<file path="config.mk">
export PLATFORM = sky130hd
export DESIGN_NAME = spi_reg_bank
export DESIGN_NICKNAME = d
export VERILOG_FILES = /design/src/rtl/spi_reg_bank_pkg.sv /design/src/rtl/spi_reg_bank_sync_edge.sv /design/src/rtl/spi_reg_bank.sv
export SDC_FILE = /design/constraint.sdc
export NUM_CORES = 1
export LEC_CHECK = 0
export CORE_ASPECT_RATIO = 1.4
export CORE_UTILIZATION = 59
export DETAILED_ROUTE_END_ITERATION = 8
export PLACE_DENSITY = 0.93
export SETUP_SLACK_MARGIN = 0.3
export SLEW_MARGIN = 20
export SYNTH_ARGS = -nofsm -noshare
export SYNTH_HDL_FRONTEND = slang
export SYNTH_SLANG_ARGS = --single-unit
</file>
<file path="constraint.sdc">
create_clock -name clk -period 4.9 [get_ports clk]
set_input_delay 0.98 -clock clk [delete_from_list [all_inputs] [get_ports clk]]
set_output_delay 0.98 -clock clk [all_outputs]
set_load 0.05 [all_outputs]
</file>
<file path="src/rtl/spi_reg_bank_pkg.sv">
// Shared types for the SPI register bank.
// FSM encoding and frame geometry helper.
package spi_reg_bank_pkg;

  typedef enum logic [2:0] {
    ST_IDLE   = 3'd0,
    ST_CMD    = 3'd1,
    ST_DATA   = 3'd2,
    ST_COMMIT = 3'd3,
    ST_HOLD   = 3'd4
  } state_e;

  function automatic int frame_w(int aw, int dw);
    return 1 + aw + dw;
  endfunction

endpackage

</file>
<file path="src/rtl/spi_reg_bank_sync_edge.sv">
// Multi-flop input synchroniser with edge detect.
// Edges come from the last synced sample and its delayed copy.
module spi_reg_bank_sync_edge #(
  parameter int   STAGES  = 2,
  parameter logic RST_LVL = 1'b0
) (
  input  logic clk,
  input  logic rst,
  input  logic d,
  output logic lvl,
  output logic rise,
  output logic fall
);

  logic [STAGES-1:0] sync_q;
  logic              prev_q;

  always_ff @(posedge clk or posedge rst) begin
    if (rst) begin
      sync_q <= {STAGES{RST_LVL}};
      prev_q <= RST_LVL;
    end else begin
      sync_q <= {sync_q[STAGES-2:0], d};
      prev_q <= sync_q[STAGES-1];
    end
  end

  assign lvl  = sync_q[STAGES-1];
  assign rise = sync_q[STAGES-1] & ~prev_q;
  assign fall = ~sync_q[STAGES-1] & prev_q;

endmodule

</file>
<file path="src/rtl/spi_reg_bank.sv">
// SPI mode-0 peripheral with register bank, clk-domain sampled.
// Frame: rw, addr, data, MSB first; reads shift out on cipo.
module spi_reg_bank
  import spi_reg_bank_pkg::*;
#(
  parameter int                NUM_REGS    = 5,
  parameter int                DATA_W      = 8,
  parameter int                ADDR_W      = 7,
  parameter int                SYNC_STAGES = 2,
  parameter logic [DATA_W-1:0] RST_VAL     = '0
) (
  input  logic                       clk,
  input  logic                       rst,
  input  logic                       sclk,
  input  logic                       cs_n,
  input  logic                       copi,
  output logic                       cipo,
  output logic                       cipo_oe,
  output logic [NUM_REGS*DATA_W-1:0] regs_o,
  output logic                       wr_strobe_o,
  output logic [ADDR_W-1:0]          wr_addr_o,
  output logic                       frame_err_o
);

  localparam int FRAME_W = frame_w(ADDR_W, DATA_W);
  localparam int CMD_W   = 1 + ADDR_W;
  localparam int CNT_W   = $clog2(FRAME_W + 1);
  localparam logic [CNT_W-1:0] CMD_CNT = CNT_W'(CMD_W);
  localparam logic [CNT_W-1:0] FRM_CNT = CNT_W'(FRAME_W);
  localparam logic [ADDR_W:0]  N_REGS  = (ADDR_W+1)'(NUM_REGS);

  logic sclk_lvl, sclk_rise, sclk_fall;
  logic cs_lvl, cs_rise, cs_fall;
  logic copi_lvl, copi_rise, copi_fall;
  logic unused_edges;

  spi_reg_bank_sync_edge #(.STAGES(SYNC_STAGES), .RST_LVL(1'b0)) u_sclk (
    .clk(clk), .rst(rst), .d(sclk),
    .lvl(sclk_lvl), .rise(sclk_rise), .fall(sclk_fall)
  );

  // cs_n resets to "selected" so a frame live across reset is parked
  spi_reg_bank_sync_edge #(.STAGES(SYNC_STAGES), .RST_LVL(1'b0)) u_cs (
    .clk(clk), .rst(rst), .d(cs_n),
    .lvl(cs_lvl), .rise(cs_rise), .fall(cs_fall)
  );

  spi_reg_bank_sync_edge #(.STAGES(SYNC_STAGES), .RST_LVL(1'b0)) u_copi (
    .clk(clk), .rst(rst), .d(copi),
    .lvl(copi_lvl), .rise(copi_rise), .fall(copi_fall)
  );

  assign unused_edges = ^{sclk_lvl, cs_rise, cs_fall, copi_rise, copi_fall};

  state_e             state_q, state_d;
  logic [CNT_W-1:0]   cnt_q, cnt_d;
  logic [FRAME_W-1:0] sin_q, sin_d, sin_shift;
  logic [DATA_W-1:0]  sout_q, sout_d, rd_data;
  logic               rd_q, rd_d;
  logic               armed_q;
  logic               reg_we, err_d;
  logic [ADDR_W-1:0]  cmd_addr, frm_addr;
  logic               cmd_rw, cmd_ok, frm_rw, frm_ok;

  assign sin_shift = {sin_q[FRAME_W-2:0], copi_lvl};
  assign cmd_rw    = sin_shift[CMD_W-1];
  assign cmd_addr  = sin_shift[ADDR_W-1:0];
  assign cmd_ok    = {1'b0, cmd_addr} < N_REGS;
  assign frm_rw    = sin_q[FRAME_W-1];
  assign frm_addr  = sin_q[FRAME_W-2 -: ADDR_W];
  assign frm_ok    = {1'b0, frm_addr} < N_REGS;

  always_comb begin
    rd_data = '0;
    for (int k = 0; k < NUM_REGS; k++) begin
      if (cmd_addr == ADDR_W'(k)) rd_data = regs_o[k*DATA_W +: DATA_W];
    end
  end

  always_comb begin
    state_d = state_q;
    cnt_d   = cnt_q;
    sin_d   = sin_q;
    sout_d  = sout_q;
    rd_d    = rd_q;
    reg_we  = 1'b0;
    err_d   = 1'b0;
    unique case (state_q)
      ST_IDLE: begin
        cnt_d = '0;
        if (!cs_lvl) state_d = armed_q ? ST_CMD : ST_HOLD;
      end
      ST_CMD: begin
        if (cs_lvl) begin
          state_d = ST_IDLE;
          err_d   = 1'b1;
        end else if (sclk_rise) begin
          sin_d = sin_shift;
          cnt_d = cnt_q + 1'b1;
          if (cnt_d == CMD_CNT) begin
            state_d = ST_DATA;
            rd_d    = !cmd_rw;
            sout_d  = (!cmd_rw && cmd_ok) ? rd_data : '0;
          end
        end
      end
      ST_DATA: begin
        if (cs_lvl) begin
          state_d = ST_IDLE;
          err_d   = 1'b1;
        end else if (sclk_rise) begin
          sin_d = sin_shift;
          cnt_d = cnt_q + 1'b1;
          if (cnt_d == FRM_CNT) state_d = ST_COMMIT;
        end else if (sclk_fall) begin
          sout_d = {sout_q[DATA_W-2:0], 1'b0};
        end
      end
      ST_COMMIT: begin
        state_d = ST_HOLD;
        if (frm_rw) begin
          reg_we = frm_ok;
          err_d  = !frm_ok;
        end
      end
      ST_HOLD: begin
        if (cs_lvl) state_d = ST_IDLE;
      end
      default: state_d = ST_IDLE;
    endcase
  end

  always_ff @(posedge clk or posedge rst) begin
    if (rst) state_q <= ST_IDLE;
    else     state_q <= state_d;
  end

  always_ff @(posedge clk or posedge rst) begin
    if (rst) begin
      cnt_q       <= '0;
      sin_q       <= '0;
      sout_q      <= '0;
      rd_q        <= 1'b0;
      armed_q     <= 1'b0;
      wr_strobe_o <= 1'b0;
      wr_addr_o   <= '0;
      frame_err_o <= 1'b0;
      regs_o      <= {NUM_REGS{RST_VAL}};
    end else begin
      cnt_q       <= cnt_d;
      sin_q       <= sin_d;
      sout_q      <= sout_d;
      rd_q        <= rd_d;
      armed_q     <= armed_q | cs_lvl;
      wr_strobe_o <= reg_we;
      frame_err_o <= err_d;
      if (reg_we) begin
        wr_addr_o <= frm_addr;
        for (int k = 0; k < NUM_REGS; k++) begin
          if (frm_addr == ADDR_W'(k))
            regs_o[k*DATA_W +: DATA_W] <= sin_q[DATA_W-1:0];
        end
      end
    end
  end

  assign cipo    = sout_q[DATA_W-1];
  assign cipo_oe = (state_q == ST_DATA) && rd_q;

endmodule
</file>
==> impl_metrics.xml <==
<?xml version="1.0" encoding="UTF-8"?>
<metrics>
  <group name="place">
    <metric name="pre_cts_slack" unit="ps">2250</metric>
    <metric name="buffer_ports.inserted" unit="">55</metric>
    <metric name="dpl_cell_area" unit="mm²">0.00469</metric>
    <metric name="place.detailed.hpwl" unit="mm">5.87</metric>
    <metric name="gp_routability_congestion" unit="">0.887</metric>
  </group>
  <group name="setup_path">
    <metric name="critPathMaxStageDelay" unit="ps">820</metric>
    <metric name="critical_path.startpoint_type" unit="">flop</metric>
    <metric name="worstSetupEndpointType" unit="">output pin</metric>
    <metric name="worst_ep_arrival_time" unit="ps">2060</metric>
    <metric name="cp_data_required_time" unit="ps">3920</metric>
    <metric name="worstSetupPathType" unit="">flop to output pin</metric>
    <metric name="timing.critical_path.fanout_max" unit="">10</metric>
    <metric name="critical-path-slowest-cell" unit="">clkdlybuf4s50_1</metric>
    <metric name="cell_chain_critical_path" unit="">nand2b_1 &gt; nor3_1 &gt; clkdlybuf4s50_1</metric>
  </group>
  <group name="outcome">
    <metric name="status" unit="">complete, no violations</metric>
  </group>
  <group name="synthesis">
    <metric name="synth-seq-area-share" unit="%">55.1</metric>
    <metric name="yosysMostFrequentCell" unit="">dfrtp_1</metric>
    <metric name="synth-async-reset-ratio" unit="%">100</metric>
    <metric name="post_synthesis_area_per_instance" unit="µm²">12.7</metric>
    <metric name="share_of_the_synthesized_area_in_the_top_cell_type" unit="%">55.1</metric>
    <metric name="synthCells" unit="">321</metric>
    <metric name="netlist.top_cell.by_area" unit="">dfrtp_1</metric>
    <metric name="yosysWarningCount" unit="">0</metric>
    <metric name="ys_ff_latch" unit="">90</metric>
    <metric name="synth.cell_area" unit="mm²">0.00409</metric>
    <metric name="synth.area.top_cells" unit="">dfrtp_1 55%, mux2_2 14%, mux2_4 2.9%, nand2_1 2.6%, mux2i_1 2.0%</metric>
    <metric name="primary_ff_master_synth" unit="">dfrtp_1</metric>
    <metric name="synth_enable_flop_cells" unit="">0</metric>
    <metric name="synth_commonest_cells" unit="">90 x dfrtp_1, 51 x mux2_2, 28 x nand2_1, 16 x o21ai_0</metric>
    <metric name="yosys.cell_types.count" unit="">55</metric>
    <metric name="mappedNetlistNets" unit="">328</metric>
  </group>
  <group name="finish">
    <metric name="fillCellCount" unit="">434</metric>
    <metric name="drive_above_1_share" unit="%">25.2</metric>
    <metric name="multi_input_comb_area" unit="mm²">0.00173</metric>
    <metric name="n_antenna_cell" unit="">0</metric>
    <metric name="ff_latch_area" unit="mm²">0.00225</metric>
    <metric name="number_of_nets_in_the_layout" unit="">380</metric>
    <metric name="stdcell_area" unit="mm²">0.00491</metric>
    <metric name="syn_to_final_growth" unit="%">20.1</metric>
  </group>
  <group name="power">
    <metric name="power.static_leakage" unit="nW">2.27</metric>
    <metric name="seq_power_share" unit="%">53.9</metric>
    <metric name="switching_share" unit="%">27.7</metric>
    <metric name="power.switching" unit="µW">435</metric>
    <metric name="share_comb_of_total_power" unit="%">11.3</metric>
    <metric name="power_density" unit="mW/mm²">319</metric>
    <metric name="cellInternalPower" unit="mW">1.13</metric>
    <metric name="power.total" unit="mW">1.57</metric>
    <metric name="irDropWorstVdd" unit="µV">263</metric>
    <metric name="clock_power_share" unit="%">34.9</metric>
  </group>
  <group name="clock_network">
    <metric name="clock-sinks" unit="">90</metric>
    <metric name="tritoncts.num_buffers" unit="">9</metric>
    <metric name="cts_resized" unit="">0</metric>
    <metric name="cts-hold-fix-buffers" unit="">0</metric>
    <metric name="root_buffer" unit="">clkbuf_8</metric>
    <metric name="tritoncts" unit="">built</metric>
    <metric name="clkSlewWorstSetupHoldPaths" unit="ps">80</metric>
    <metric name="cts.path.max_buffers" unit="">2</metric>
    <metric name="post-cts-setup-buffer-count" unit="">0</metric>
    <metric name="cts-htree-levels" unit="">3</metric>
    <metric name="clock_latency" unit="ps">360</metric>
  </group>
  <group name="timing">
    <metric name="maxClockFrequency" unit="MHz">329</metric>
    <metric name="final_critical_path_setup_slack" unit="ps">1860</metric>
    <metric name="final.min_clock_period" unit="ps">3040</metric>
    <metric name="final.setup_skew" unit="ps">9.34</metric>
    <metric name="timing.slew.headroom" unit="%">43.8</metric>
    <metric name="setup_repair_after_global_routing_missed_its_margin" unit="">no</metric>
    <metric name="hold_violations" unit="">0</metric>
    <metric name="timing.final.max_slew_violations" unit="">0</metric>
    <metric name="worst-slew-pin-transition" unit="ps">840</metric>
    <metric name="setup_total_negative_slack" unit="ps">0</metric>
    <metric name="finish_stage_setup_viols" unit="">0</metric>
    <metric name="fin_crit_sh" unit="%">62.0</metric>
  </group>
  <group name="floorplanning">
    <metric name="die_w" unit="µm">72.3</metric>
    <metric name="io_pins" unit="">56</metric>
    <metric name="start_util" unit="%">61.4</metric>
    <metric name="design.die.area" unit="mm²">0.00727</metric>
    <metric name="std_cell_rows" unit="">35</metric>
    <metric name="core_area" unit="mm²">0.00666</metric>
    <metric name="die_y" unit="µm">100</metric>
  </group>
  <group name="grt">
    <metric name="total_congestion_overflow_after_global_routing" unit="">0</metric>
    <metric name="grt_antenna_before_repair" unit="">0</metric>
    <metric name="global_route_wire_length_before_repair" unit="mm">14.3</metric>
    <metric name="grt_resource_usage_total" unit="%">26.4</metric>
    <metric name="vias_in_the_first_global_route" unit="">2850</metric>
    <metric name="largest_net_degree_at_the_start_of_global_routing" unit="">62</metric>
  </group>
  <group name="detailed_routing">
    <metric name="drt.antenna.violating_nets" unit="">0</metric>
    <metric name="drt_wl_total" unit="mm">8.81</metric>
    <metric name="drt_wl_cell" unit="µm">18.8</metric>
    <metric name="dr.first_iter.drc_count" unit="">156</metric>
    <metric name="detail_route.drc_violations" unit="">0</metric>
    <metric name="vias" unit="">2794</metric>
    <metric name="via_per_inst" unit="">5.96</metric>
    <metric name="drt_first_pass_iters" unit="">4</metric>
  </group>
  <group name="hold_path">
    <metric name="min_path_type" unit="">flop to flop</metric>
  </group>
  <group name="run">
    <metric name="max_cap_violations" unit="">0</metric>
  </group>
</metrics>
==> sequential cells by signal (all words and copies together), names as in the netlist <==
name / cells
rd_q: 1
armed_q: 1
u_copi.sync_q: 2
u_sclk.sync_q: 2
regs_o: 40
sin_q: 16
sout_q: 8
state_q: 3
wr_addr_o: 7
wr_strobe_o: 1
frame_err_o: 1
cnt_q: 5
u_sclk.prev_q: 1
u_cs.sync_q: 2
==> per-layer routing <==
| metal | global-route usage [%] | routed length, µm | vias up |
|---|---|---|---|
| met5 | 0 | 0 | - |
| met4 | 14.3 | 316 | 0 |
| met3 | 3.60 | 451 | 25 |
| met2 | 43.5 | 4580 | 99 |
| met1 | 33.6 | 3460 | 1408 |
| li1 | - | - | 1262 |
==> cells in the final DEF (no fill, tap or decap), types with 2 or more instances in the layout <==
master           count
o22ai_1              7
clkinv_2             2
o21ai_0             16
nand4_4              2
and2_1               5
mux2_2              51
a32o_1               6
nand3_1              6
nand2b_1             2
ha_1                 2
nor3_1               4
bufinv_16            2
mux4_2               2
dfrtp_1             90
inv_1                7
nand2_1             28
nor2_1               9
clkdlybuf4s50_1     55
a21oi_1              9
nand3b_1             2
mux2i_1              8
or4_1                2
nand4_1              2
or2_2                2
clkbuf_8            10
nor2b_1              5
nand3_2              2
mux2_4               8
==> final timing paths <==
check	from	to	cells after the start	slack, ps
setup / recovery	state_q[1]	cipo_oe	3	1860
hold / removal	u_copi.sync_q[0]	u_copi.sync_q[1]	0	360
setup reg to reg	state_q[0]	regs_o[19]	4	2600
hold reg to reg	u_copi.sync_q[0]	u_copi.sync_q[1]	0	360
max in group asynchronous	rst	regs_o[9]	3	2930
min in group asynchronous	rst	wr_addr_o[3]	2	1110
==> critical path, delay by kind of cell (launching register included) <==
kind / cells / cell delay, ps
and+or+nand+nor: 2 / 300
DFF: 1 / 580
buffers and inverters: 1 / 820
==> power by group through the flow <==
stage / clock [mW] / sequential (mW) / combinational [mW]
2_1_floorplan: 0 / 0.807 / 0.162
3_3_place_gp: 0 / 0.851 / 0.166
3_5_place_dp: 0 / 0.856 / 0.171
4_1_cts: 0.557 / 0.841 / 0.175
5_1_grt: 0.584 / 0.850 / 0.194
6_report: 0.547 / 0.844 / 0.176
==> cells by family (layout without fill, tap and decap cells) <==
family | count (synthesis) | after routing | share of synthesized area [%]
AO/OA/AOI/OAI | 50 | 50 | 8.48
XOR/XNOR | 2 | 2 | 0.612
adder cells (fa/ha/maj) | 2 | 2 | 0.612
buffers and inverters | 24 | 80 | 2.51
flip-flops | 90 | 90 | 55.1
multiplexers | 70 | 70 | 20.3
AND/OR/NAND/NOR | 83 | 83 | 12.4
==> area by class of cell <==
class                           instances  share of cell area, %
Sequential cell                        90                   45.9
Clock inverter                          5                   1.61
Inverter                                9                  0.739
Tap cell                               92                   2.34
Clock buffer                           10                   2.80
Multi-Input combinational cell        207                   35.3
Timing Repair Buffer                   56                   11.4
==> through the flow <==
stage	hold WS [ps]	instances	util, %
after CTS	358	469	73.8
after floorplan	331	321	-
after global routing	360	469	73.8
after global placement	335	454	70.5
final	356	469	73.8
after detailed placement	337	454	70.5
Power figures use the tool's default switching activity.
